[config.mk]
export PLATFORM = sky130hd
export DESIGN_NAME = serial_fa_ctrl
export DESIGN_NICKNAME = d
export VERILOG_FILES = /design/src/rtl/serial_fa_pkg.sv /design/src/rtl/fa_bit.sv /design/src/rtl/serial_fa_ctrl.sv
export SDC_FILE = /design/constraint.sdc
export NUM_CORES = 1
export LEC_CHECK = 0
export CAP_MARGIN = 20
export CORE_ASPECT_RATIO = 1.4
export CORE_MARGIN = 2
export CORE_UTILIZATION = 30
export CTS_CLUSTER_SIZE = 25
export DETAILED_ROUTE_END_ITERATION = 8
export PLACE_DENSITY = 0.63
export SYNTH_ARGS = -nofsm -noshare
export SYNTH_HDL_FRONTEND = slang
export SYNTH_SLANG_ARGS = --single-unit
[constraint.sdc]
create_clock -name clk -period 3.35 [get_ports clk]
set_input_delay 1.005 -clock clk [delete_from_list [all_inputs] [get_ports clk]]
set_output_delay 1.005 -clock clk [all_outputs]
set_load 0.005 [all_outputs]
[src/rtl/serial_fa_pkg.sv]
// Shared types and sizing helpers for the bit-serial adder controller.
package serial_fa_pkg;

  typedef enum logic [1:0] {
    IDLE = 2'd0,
    RUN  = 2'd1,
    DONE = 2'd2
  } state_e;

  // Bit counter must reach WIDTH-1 and stay representable for any legal WIDTH.
  function automatic int unsigned cnt_width(input int unsigned w);
    return $clog2(w + 1);
  endfunction

endpackage

[src/rtl/fa_bit.sv]
// One-bit full adder: the carry cell plus the sum cell, wired as a single bit slice.
module fa_bit (
  input  logic a,
  input  logic b,
  input  logic ci,
  output logic sum,
  output logic co
);

  logic p;

  // Propagate term is shared by the sum and carry cells.
  assign p   = a ^ b;
  assign sum = p ^ ci;
  assign co  = (a & b) | (ci & p);

endmodule

[src/rtl/serial_fa_ctrl.sv]
// Bit-serial WIDTH-bit adder: one shared full-adder cell, LSB first, one bit per clock,
// with valid/ready handshakes on request and result.
module serial_fa_ctrl
  import serial_fa_pkg::*;
#(
  parameter int unsigned WIDTH = 8
) (
  input  logic             clk,
  input  logic             rst,
  input  logic             in_valid,
  output logic             in_ready,
  input  logic [WIDTH-1:0] a,
  input  logic [WIDTH-1:0] b,
  input  logic             ci,
  output logic             out_valid,
  input  logic             out_ready,
  output logic [WIDTH-1:0] sum,
  output logic             co,
  output logic             busy
);

  localparam int unsigned CW = cnt_width(WIDTH);

  state_e           state_q, state_d;
  logic [WIDTH-1:0] a_sh_q, a_sh_d;
  logic [WIDTH-1:0] b_sh_q, b_sh_d;
  logic [WIDTH-1:0] sum_sh_q, sum_sh_d;
  logic             carry_q, carry_d;
  logic [CW-1:0]    cnt_q, cnt_d;
  logic [WIDTH-1:0] sum_q, sum_d;
  logic             co_q, co_d;
  logic             fa_sum, fa_co;

  fa_bit u_fa (
    .a   (a_sh_q[0]),
    .b   (b_sh_q[0]),
    .ci  (carry_q),
    .sum (fa_sum),
    .co  (fa_co)
  );

  always_ff @(posedge clk) begin
    if (rst) begin
      state_q  <= IDLE;
      a_sh_q   <= '0;
      b_sh_q   <= '0;
      sum_sh_q <= '0;
      carry_q  <= 1'b0;
      cnt_q    <= '0;
      sum_q    <= '0;
      co_q     <= 1'b0;
    end else begin
      state_q  <= state_d;
      a_sh_q   <= a_sh_d;
      b_sh_q   <= b_sh_d;
      sum_sh_q <= sum_sh_d;
      carry_q  <= carry_d;
      cnt_q    <= cnt_d;
      sum_q    <= sum_d;
      co_q     <= co_d;
    end
  end

  always_comb begin
    state_d  = state_q;
    a_sh_d   = a_sh_q;
    b_sh_d   = b_sh_q;
    sum_sh_d = sum_sh_q;
    carry_d  = carry_q;
    cnt_d    = cnt_q;
    sum_d    = sum_q;
    co_d     = co_q;

    case (state_q)
      IDLE: begin
        if (in_valid) begin
          a_sh_d  = a;
          b_sh_d  = b;
          carry_d = ci;
          cnt_d   = '0;
          state_d = RUN;
        end
      end
      RUN: begin
        // Operands drain LSB first; each new sum bit enters at the top.
        a_sh_d              = a_sh_q >> 1;
        b_sh_d              = b_sh_q >> 1;
        sum_sh_d            = sum_sh_q >> 1;
        sum_sh_d[WIDTH-1]   = fa_sum;
        carry_d             = fa_co;
        cnt_d               = cnt_q + CW'(1);
        if (cnt_q == CW'(WIDTH - 1)) begin
          sum_d   = sum_sh_d;
          co_d    = fa_co;
          state_d = DONE;
        end
      end
      DONE: begin
        if (out_ready) begin
          state_d = IDLE;
        end
      end
      default: state_d = IDLE;
    endcase
  end

  // Accept is blocked for the whole cycle a reset is being applied.
  assign in_ready  = (state_q == IDLE) && !rst;
  assign out_valid = (state_q == DONE);
  assign busy      = (state_q != IDLE);
  assign sum       = sum_q;
  assign co        = co_q;

endmodule
# [Word-level counts from Yosys, hierarchy flattened]
# Index checks and enable logic that the tools add are counted.
[op_classes] add_sub_neg=1 eq_ne=6 mux=12 bitwise=5 reduce_logical=8
[ops] op="8-bit one-hot mux with 2 select lines" count=2
[ops] op="8-bit two-way mux" count=2
[ops] op="4-bit one-hot mux with 2 select lines" count=1
[ops] op="2-bit two-way mux" count=3
[ops] op="2-bit one-hot mux with 3 select lines" count=1
[ops] op="4-bit by 1-bit adder with 4-bit output (second input constant)" count=1
[ops] op="4-bit by 3-bit equality test with 1-bit output (second input constant)" count=1
[ops] op="4-bit two-way mux" count=1
[ops] op="2-bit != test (second input constant)" count=2
[ops] op="2-bit AND reduction" count=2
[ops] op="2-bit nonzero test" count=2
[ops] op="3-bit AND reduction" count=1
[ops] op="1-bit bitwise AND" count=2
[ops] op="2-bit by 1-bit equality test with 1-bit output (second input constant)" count=1
[ops] op="2-bit equality test (second input constant)" count=1
[ops] op="2-bit zero test" count=1
[ops] op="2-bit by 1-bit != test with 1-bit output (second input constant)" count=1
[ops] op="1-bit one-hot mux with 2 select lines" count=1
[ops] op="1-bit XOR" count=2
[ops] op="1-bit logical AND" count=1
[ops] op="1-bit zero test" count=1
[ops] op="1-bit two-way mux" count=1
[ops] op="1-bit bitwise OR" count=1
[totals] ff_bits=40 inputBits=21 output_inout_bits=12 wordCells=40

# [Logic depth before layout (Yosys ltp)]
[depth] word_depth=4 mapped_depth=5 ltp_nobuf=4

# [Modules after synthesis]
# From an unflattened synthesis, not the netlist that was laid out.
[unflattened] hier_cells=195 area_unflattened_um2=1736.7
[modules_own_cells] module="serial_fa_ctrl" instances=1 cells_each=194 area_per_inst_um2=1716.6 seq_area_each_um2=780.7
[modules_own_cells] module="fa_bit" instances=1 cells_each=1 area_per_inst_um2=20.0 seq_area_each_um2=0.0

# [Worst setup path before layout]
# OpenSTA, ideal clock, no wires.
[synth_timing] kind="in2out" startpoint="in rst" endpoint="out in_ready" arrival_ps=1347 required_time_ps=2345 setup_slack_ps=998 stages=2 n_path_buf=1 cell_sequence="clkbuf_1 -> nor2_1"
[synth_between] elab_chain_len=2
[synth_lines] item="start: declaration" line_no="serial_fa_ctrl.sv:9" source="input logic rst,"
[synth_lines] item="1-bit zero test" line_no="serial_fa_ctrl.sv:108" source="assign in_ready = (state_q == IDLE) && !rst;"
[synth_lines] item="1-bit logical AND" line_no="serial_fa_ctrl.sv:108"
[synth_lines] item="end: declaration" line_no="serial_fa_ctrl.sv:11" source="output logic in_ready,"
# No other way between the ends.

# [Final worst setup path]
# Same ends and word-level chain as after synthesis.

==> metrics.txt <==
Port Buffer Count=32; Synth-to-Final Area Change=25.7%; CP delay by family, top=buffers and inverters; die width=67.4 um; Post-Synthesis Cells=194; setup violators final=0; grt total ovfl=0; Max VDD drop=0.210 mV; starting density of the core=30.8%; crit path kind=input pin to primary output; Fillers=594; most frequent cells in the layout=39 x dfxtp_1, 32 x nor2_1, 32 x clkdlybuf4s50_1; drt wl/cell=12.9 um; CTS Buf Count=5; Initial DRC Count=115; maximum root-to-sink buffer count=2; RD Place Congestion=0.731; multi-input combinational cell area=806 um^2; clock latency on the worst-skew pair=290 ps; Worst EP arrival=2100 ps; synthesized flop and latch total=39; first-pass GRT wire length=6450 um; Vias=1463; final hold vios=0; Core ar.=5490 um^2; Most Frequent Cell on Critical Path=clkdlybuf4s50_1; nature of the critical path startpoint=input pin; DR vias/cell=5.06; Crit Path Max Fanout=2; initial antenna violation count=0; Total Power=0.928 mW; pin count of the biggest net entering global routing=40; register area share after synthesis=46.2%; Max Slew Vio Count=0; antenna violation net count after detailed routing=0; final worst path period need=3110 ps; worst-path cell chain=clkdlybuf4s50_1 -> nor2_1 -> clkdlybuf4s50_1; CTS tree=built; Seq. cell area=781 um^2; Setup crit end kind=primary output; Total GRT Usage=13.2%; post-CTS sizing=0; CP peak stage delay=500 ps; Slew HR=49.6%; synthesized area=1690 um^2; Net Count, Synth=217; commonest non-fill, non-tap cell in the layout=dfxtp_1; post-route setup TNS=0 ps; Ports=33; syn avg cell area=8.71 um^2; slowest CP cell=clkdlybuf4s50_1; buffer count from post-CTS setup fixing=0; CTS Hold Buffers Added=0; static leakage=0.759 nW; fin nets=244; vias in the first global route=1403; RSZ-0062 raised after global routing=false; synth unique cells=27; fin crit share=92.8%; residual DRC count=0; ratio of cells with drive above 1 in the final layout=9.50%; worst path buffer plus inverter count=2; Max-Cap Viols=0; Die Footprint=6260 um^2; Hold WC Path Type=register to register; fmax=322 MHz; Synth Warn #=0; H-tree depth=2; clk root buf=clkbuf_8; PwrDens=437 nW/um^2; hold slack final=467 ps; total iterations of the first detailed-routing run=4; post-DP HPWL=2460 um; clock skew=3.56 ps; Core Rows=32; critical path data required time=2340 ps; Clk pin slew, worst setup/hold paths=70 ps; status=complete, no violations; Die Height=92.8 um; Least-Margin Pin Slew=756 ps; # diodes=0; CTS sink cnt=39; detailed-route wire length=3720 um
per-stage QoR:
step	cells	worst slack [ps]	area [um^2]	util, %
3_3_place_gp	282	206	2040	37.1
2_1_floorplan	194	998	1690	-
4_1_cts	289	215	2120	38.7
6_report	289	241	2120	38.7
3_5_place_dp	282	221	2040	37.1
5_1_grt	289	207	2120	38.7
state kept, by name (all words and copies together), names as in the netlist:
| register | cells |
|---|---|
| sum_sh_q | 7 |
| carry_q | 1 |
| cnt_q | 4 |
| sum | 8 |
| state_q | 2 |
| b_sh_q | 8 |
| co | 1 |
| a_sh_q | 8 |
worst min-delay path: cells and delay by family, from the launching register on:
family | cells | cell delay (ps)
compound gates | 1 | 50
simple gates | 1 | 50
flops | 1 | 320
cell type report:
class	instances	area share, %
Timing Repair Buffer	36	16.5
Clock inverter	1	0.236
Tap cell	68	4.00
Inverter	4	0.707
Multi-Input combinational cell	135	37.9
Sequential cell	39	36.7
Clock buffer	6	3.89
Yosys cell counts:
cell	number	area share [%]
o2bb2ai_1	10	5.2
fa_1	1	1.2
buf_4	2	0.89
clkbuf_1	7	1.6
a31oi_1	1	0.37
o22ai_1	5	1.9
nand2b_1	2	0.74
dfxtp_1	39	46
buf_2	5	1.5
ha_1	1	0.74
o21ba_2	1	0.59
a32oi_1	2	1.0
nand3_1	11	3.3
nor2b_1	2	0.74
nand2_1	18	4.0
a22oi_1	2	0.89
a21bo_2	9	5.3
and3b_1	1	0.52
o21bai_1	1	0.44
nor2_1	32	7.1
a211oi_1	16	7.1
or3_1	1	0.37
mux2i_1	1	0.59
buf_6	2	1.3
o32a_1	1	0.59
a21oi_1	17	5.0
inv_1	4	0.89
where the power goes:
part           switching (mW)  total, mW  internal [mW]
Sequential             0.0138      0.499          0.485
Combinational          0.0572      0.112         0.0551
Clock                   0.155      0.317          0.161
cells by family after synthesis:
logic type	after synthesis	synth area share [%]
buf+inv	20	6.14
simple gates	67	16.7
flops	39	46.2
fa+ha+maj	2	1.92
compound gates	65	28.4
mux	1	0.592
path summary, 6_finish.rpt:
kind                       startpoint                       end  slack (ps)  depth (start not counted)
max                               rst                  in_ready         240                          3
min          sum_sh_q[1]$_SDFFE_PP0P_  sum_sh_q[1]$_SDFFE_PP0P_         470                          2
max reg2reg     cnt_q[0]$_SDFFE_PP0P_       sum[2]$_SDFFE_PP0P_        1700                          4
min reg2reg  sum_sh_q[1]$_SDFFE_PP0P_  sum_sh_q[1]$_SDFFE_PP0P_         470                          2
metal layers:
layer  up-vias  track usage, %  wire length, um
li1        741               -                -
met1       688            16.5             1710
met2        26            21.6             1790
met3         8            2.79              143
met4         0            5.61               74
met5         -               0                0
(Power assumes the default switching activity.)
==> variant 1 (same settings) <==
Re-encode `state_e` (3 states) as one-hot, 3 bits wide.
--- a/src/rtl/serial_fa_pkg.sv
+++ b/src/rtl/serial_fa_pkg.sv
@@ -3,6 +3,6 @@
 
-  typedef enum logic [1:0] {
-    IDLE = 2'd0,
-    RUN  = 2'd1,
-    DONE = 2'd2
+  typedef enum logic [2:0] {
+    IDLE = 3'b001,
+    RUN  = 3'b010,
+    DONE = 3'b100
   } state_e;
Behaviour: same outputs for any inputs over 10 cycles, from zero or initial values and one cycle with rst high; not proved beyond that.
==> variant 1 against the original RTL <==
- first-iteration DRC count fell by 24%
- worst setup slack better by 0.015 ns
- synthesized area up 0.59%
- sequential cell count is 1 higher
- fmax up 0.48%
- design area fell by 0.41%
- routed wire length shrank 2.0%
- largest cell class is now sequential cells
- highest routed layer unchanged
Power is not compared: it rests on default switching activity, and its combinational part moved more than twofold at a synthesized area within 25%.
==> variant 1: results (changes against the original RTL) <==
stage;metric;value;unit;change
setup_path;reg2reg start;state_q[1];;was cnt_q[0]
place;Port Buf Inserts;32;;unchanged
setup_path;crit path max-delay cell type;clkdlybuf4s50_1;;unchanged
global_route;gr usage total;12.75;%;was 13.25%
place;DP Worst Slack;0.2498;ns;was 0.2213 ns
global_route;first-pass GRT wire length;6223;microns;was 6451 microns
setup_path;cell family with most CP delay;buffers and inverters;;unchanged
drt;met3 wire len;101;microns;was 143 microns
drt;DR top layer;met4;;unchanged
setup_path;worst reg2reg endpoint;a_sh_q[5];;was sum[2]
drt;routed vias/inst;5.052;;was 5.062
sta;skew final;0.003827;ns;was 0.003559 ns
drt;DRT iter0 DRCs;87;;was 115
logic_synthesis;top_reg_cell synth;dfxtp_1;;unchanged
power;Worst VDD drop;0.2888;mV;
drt;metal2 WL;1879;microns;was 1789 microns
setup_path;R2R depth;4;;unchanged
sta;Peak Freq;323.2;MHz;was 321.7 MHz
clocking;CTS buffer count;5;;unchanged
drt;M1 WL;1622;microns;was 1711 microns
setup_path;critical path launch point;rst;;unchanged
sta;Worst-Margin Slew;0.9014;ns;was 0.7555 ns
clocking;postcts setup bufs;0;;unchanged
setup_path;CP endpoint;in_ready;;unchanged
place;dpl hpwl;2329;microns;was 2462 microns
global_route;largest net degree at the start of global routing;40;;unchanged
logic_synthesis;post-synthesis sequential area ratio;47.09;%;was 46.19%
logic_synthesis;Synth area leaders;dfxtp_1, nor3_1, a21oi_1, o22ai_1, nand3_1;;was dfxtp_1, a211oi_1, nor2_1, a21bo_2, o2bb2ai_1
drt;WL final;3645;microns;was 3718 microns
logic_synthesis;Post-synth top cells;dfxtp_1, nor3_1, a21oi_1;;was dfxtp_1, nor2_1, nand2_1
setup_path;Crit Path Max Fanout;2;;unchanged
setup_path;CP arrival;2.09;ns;
global_route;initial antenna violation count;0;;unchanged
final_layout;layout cells sized above 1;7.727;%;was 9.502%
setup_path;peak per-stage delay on the critical path;0.50;ns;about the same
place;placed inst area;2019;sq um;was 2037 sq um
outcome;status;completed;;unchanged
clocking;post_cts resized;0;;unchanged
drt;drt first pass iters;4;;unchanged
setup_path;worst reg2reg setup slack;1.42;ns;was 1.70 ns
logic_synthesis;Yosys cell types;35;;was 27
logic_synthesis;Mapped Nets;218;;was 217
clocking;clock tree buffer depth;2;;unchanged
clocking;Root Buffer;clkbuf_8;;unchanged
final_layout;nets@finish;242;;was 244
hold_path;HP Class;register to register;;unchanged
logic_synthesis;Mean Syn Cell Area;8.720;sq um;was 8.713 sq um
clocking;clock latency on the worst-skew pair;0.28;ns;
hold_path;Worst Hold Endpoint;sum_sh_q[1];;unchanged
final_layout;# diodes;0;;unchanged
clocking;H-Tree Depth;2;;unchanged
hold_path;min-delay src;sum_sh_q[1];;unchanged
place;dpl cells;280;;was 282
final_layout;Non-Filler Instances;288;;was 289
hold_path;Hold Crit Depth;2;;unchanged
place;Placer Congestion;0.7360;;was 0.7314
[variant 1: cell types whose count changed after synthesis, sizes merged, moves of 4 or more]
cell / delta
nor3: +33
buf: +4
a21oi: +5
nor2: -30
o22ai: +10
a21bo: -9
o2bb2ai: -10
a211oi: -15
o21ai: +9
[variant 1: cell families after synthesis]
kind of cell	after synthesis	synth area share (%)
simple gates	78	25.39
compound gates	51	16.93
flops	40	47.09
buf+inv	22	7.505
mux	2	1.177
fa+ha+maj	2	1.913
[variant 1: layout make-up]
type	instances	area, sq um
Timing Repair Buffer	36	350.3
Clock buffer	6	82.58
Multi-Input combinational cell	133	772.0
Tap cell	68	85.08
Fill cell	572	3369
Inverter	3	11.26
Sequential cell	40	800.8
Clock inverter	2	13.76
[variant 1: stage by stage]
step / util, % / power (mW) / hold slack, ns
4_1_cts: 38.57 / 1.335 / 0.4626
3_5_place_dp: 36.82 / 0.9954 / 0.4595
3_3_place_gp: 36.82 / 0.9904 / 0.4466
6_report: 38.57 / 1.317 / 0.4652
5_1_grt: 38.57 / 1.414 / 0.4958
2_1_floorplan: - / 0.9107 / 0.4366
[variant 1: routing by layer]
metal  global-route usage (%)  vias up
met5                        0        -
met4                    5.102        0
met3                    2.888        2
met2                    23.04       21
met1                    13.83      676
li1                         -      756
[variant 1: report_power, final]
part,total [mW],switching [mW],leakage (nW),internal [mW]
sequential,0.617,0.0635,0.326,0.554
combinational,0.366,0.187,0.337,0.178
clock,0.335,0.166,0.0516,0.168
[variant 1: worst register-to-register path, cell delays in order (launching register included)]
cell and delay [ns]:
dfxtp_1 0.47, nor3b_4 0.80, buf_4 0.35, nor3_1 0.07, nor3_1 0.16
==> variant 2 (config.mk and constraints unchanged) <==
Made on the original files. The parameter `WIDTH` goes from 8 to 6.
--- a/src/rtl/serial_fa_ctrl.sv
+++ b/src/rtl/serial_fa_ctrl.sv
@@ -5,3 +5,3 @@
 #(
-  parameter int unsigned WIDTH = 8
+  parameter int unsigned WIDTH = 6
 ) (
Interface: changed (resized a, b and sum); port bits go from 33 to 27. No check against the original RTL was run, so the function may have changed too.
==> variant 2 against the original RTL <==
- the flow now finishes with violations (DRC)
- sequential power is 23% lower
- utilization up 2.6 points
- via count shrank 29%
- design area down 22%
- sequential share of layout area shrank 0.30 points
- sequential cell count decreased by 9
- synthesized area down 25%
- combinational power decreased by 19%
- routed wire length is 25% lower
- worst setup slack better by 0.073 ns
- power decreased by 12%
- critical endpoint unchanged
- largest power group unchanged
==> variant 2: results (changes against the original RTL) <==
stage;metric;value;unit;change
sta;skew final;0.005584;ns;was 0.003559 ns
drt;DR top layer;met3;;was met4
drt;DRT iter0 DRCs;40;;was 115
outcome;status;complete, but fails checks;;was completed
drt;metal2 WL;1488;microns;was 1789 microns
sta;Max-slew headroom;62.87;%;was 49.63%
global_route;met1 usage;15.93;%;was 16.52%
power;LEAKAGE;0.6573;nW;was 0.7587 nW
setup_path;CP arrival;2.03;ns;was 2.10 ns
setup_path;worst reg2reg endpoint;sum[3];;was sum[2]
drt;DRC;3;;was 0
outcome;failing checks;DRC;;
place;Placer Congestion;0.8019;;was 0.7314
global_route;GR Util met3;2.866;%;was 2.795%
global_route;largest net degree at the start of global routing;31;;was 40
final_layout;Seq. cell area;600.6;sq um;was 780.7 sq um
logic_synthesis;Synth area leaders;dfxtp_1, nor2_1, a211oi_1, mux2i_1, nand2_1;;was dfxtp_1, a211oi_1, nor2_1, a21bo_2, o2bb2ai_1
final_layout;layout cells sized above 1;7.879;%;was 9.502%
sta;crit path time final;3.036;ns;was 3.109 ns
logic_synthesis;Mean Syn Cell Area;9.148;sq um;was 8.713 sq um
drt;M1 WL;1154;microns;was 1711 microns
final_layout;nets@finish;184;;was 244
place;DP Worst Slack;0.3078;ns;was 0.2213 ns
setup_path;worst reg2reg setup slack;1.79;ns;was 1.70 ns
global_route;GR Util met2;21.89;%;was 21.62%
sta;Hold Slack;0.4673;ns;was 0.4667 ns
drt;met3 wire len;134;microns;was 143 microns
==> variant 2: power groups by stage <==
| stage | combinational [mW] | clock [mW] | sequential [mW] |
|---|---|---|---|
| after floorplan | 0.0579 | 0 | 0.391 |
| after global placement | 0.0884 | 0 | 0.392 |
| after detailed placement | 0.0918 | 0 | 0.393 |
| after CTS | 0.0920 | 0.346 | 0.385 |
| after global routing | 0.103 | 0.358 | 0.387 |
| final | 0.0906 | 0.336 | 0.385 |
==> variant 2: layout make-up <==
class | count | area share (%)
Clock buffer | 8 | 6.682
Inverter | 4 | 0.9112
Multi-Input combinational cell | 95 | 35.99
Sequential cell | 30 | 36.45
Tap cell | 43 | 3.265
Timing Repair Buffer | 28 | 16.70
==> variant 2: kinds of logic after synthesis <==
family | synth area share (%)
adder cells (fa/ha/maj) | 3.568
buffers and inverters | 5.450
multiplexers | 6.343
AND/OR/NAND/NOR | 16.55
AO/OA/AOI/OAI | 20.52
flip-flops | 47.57
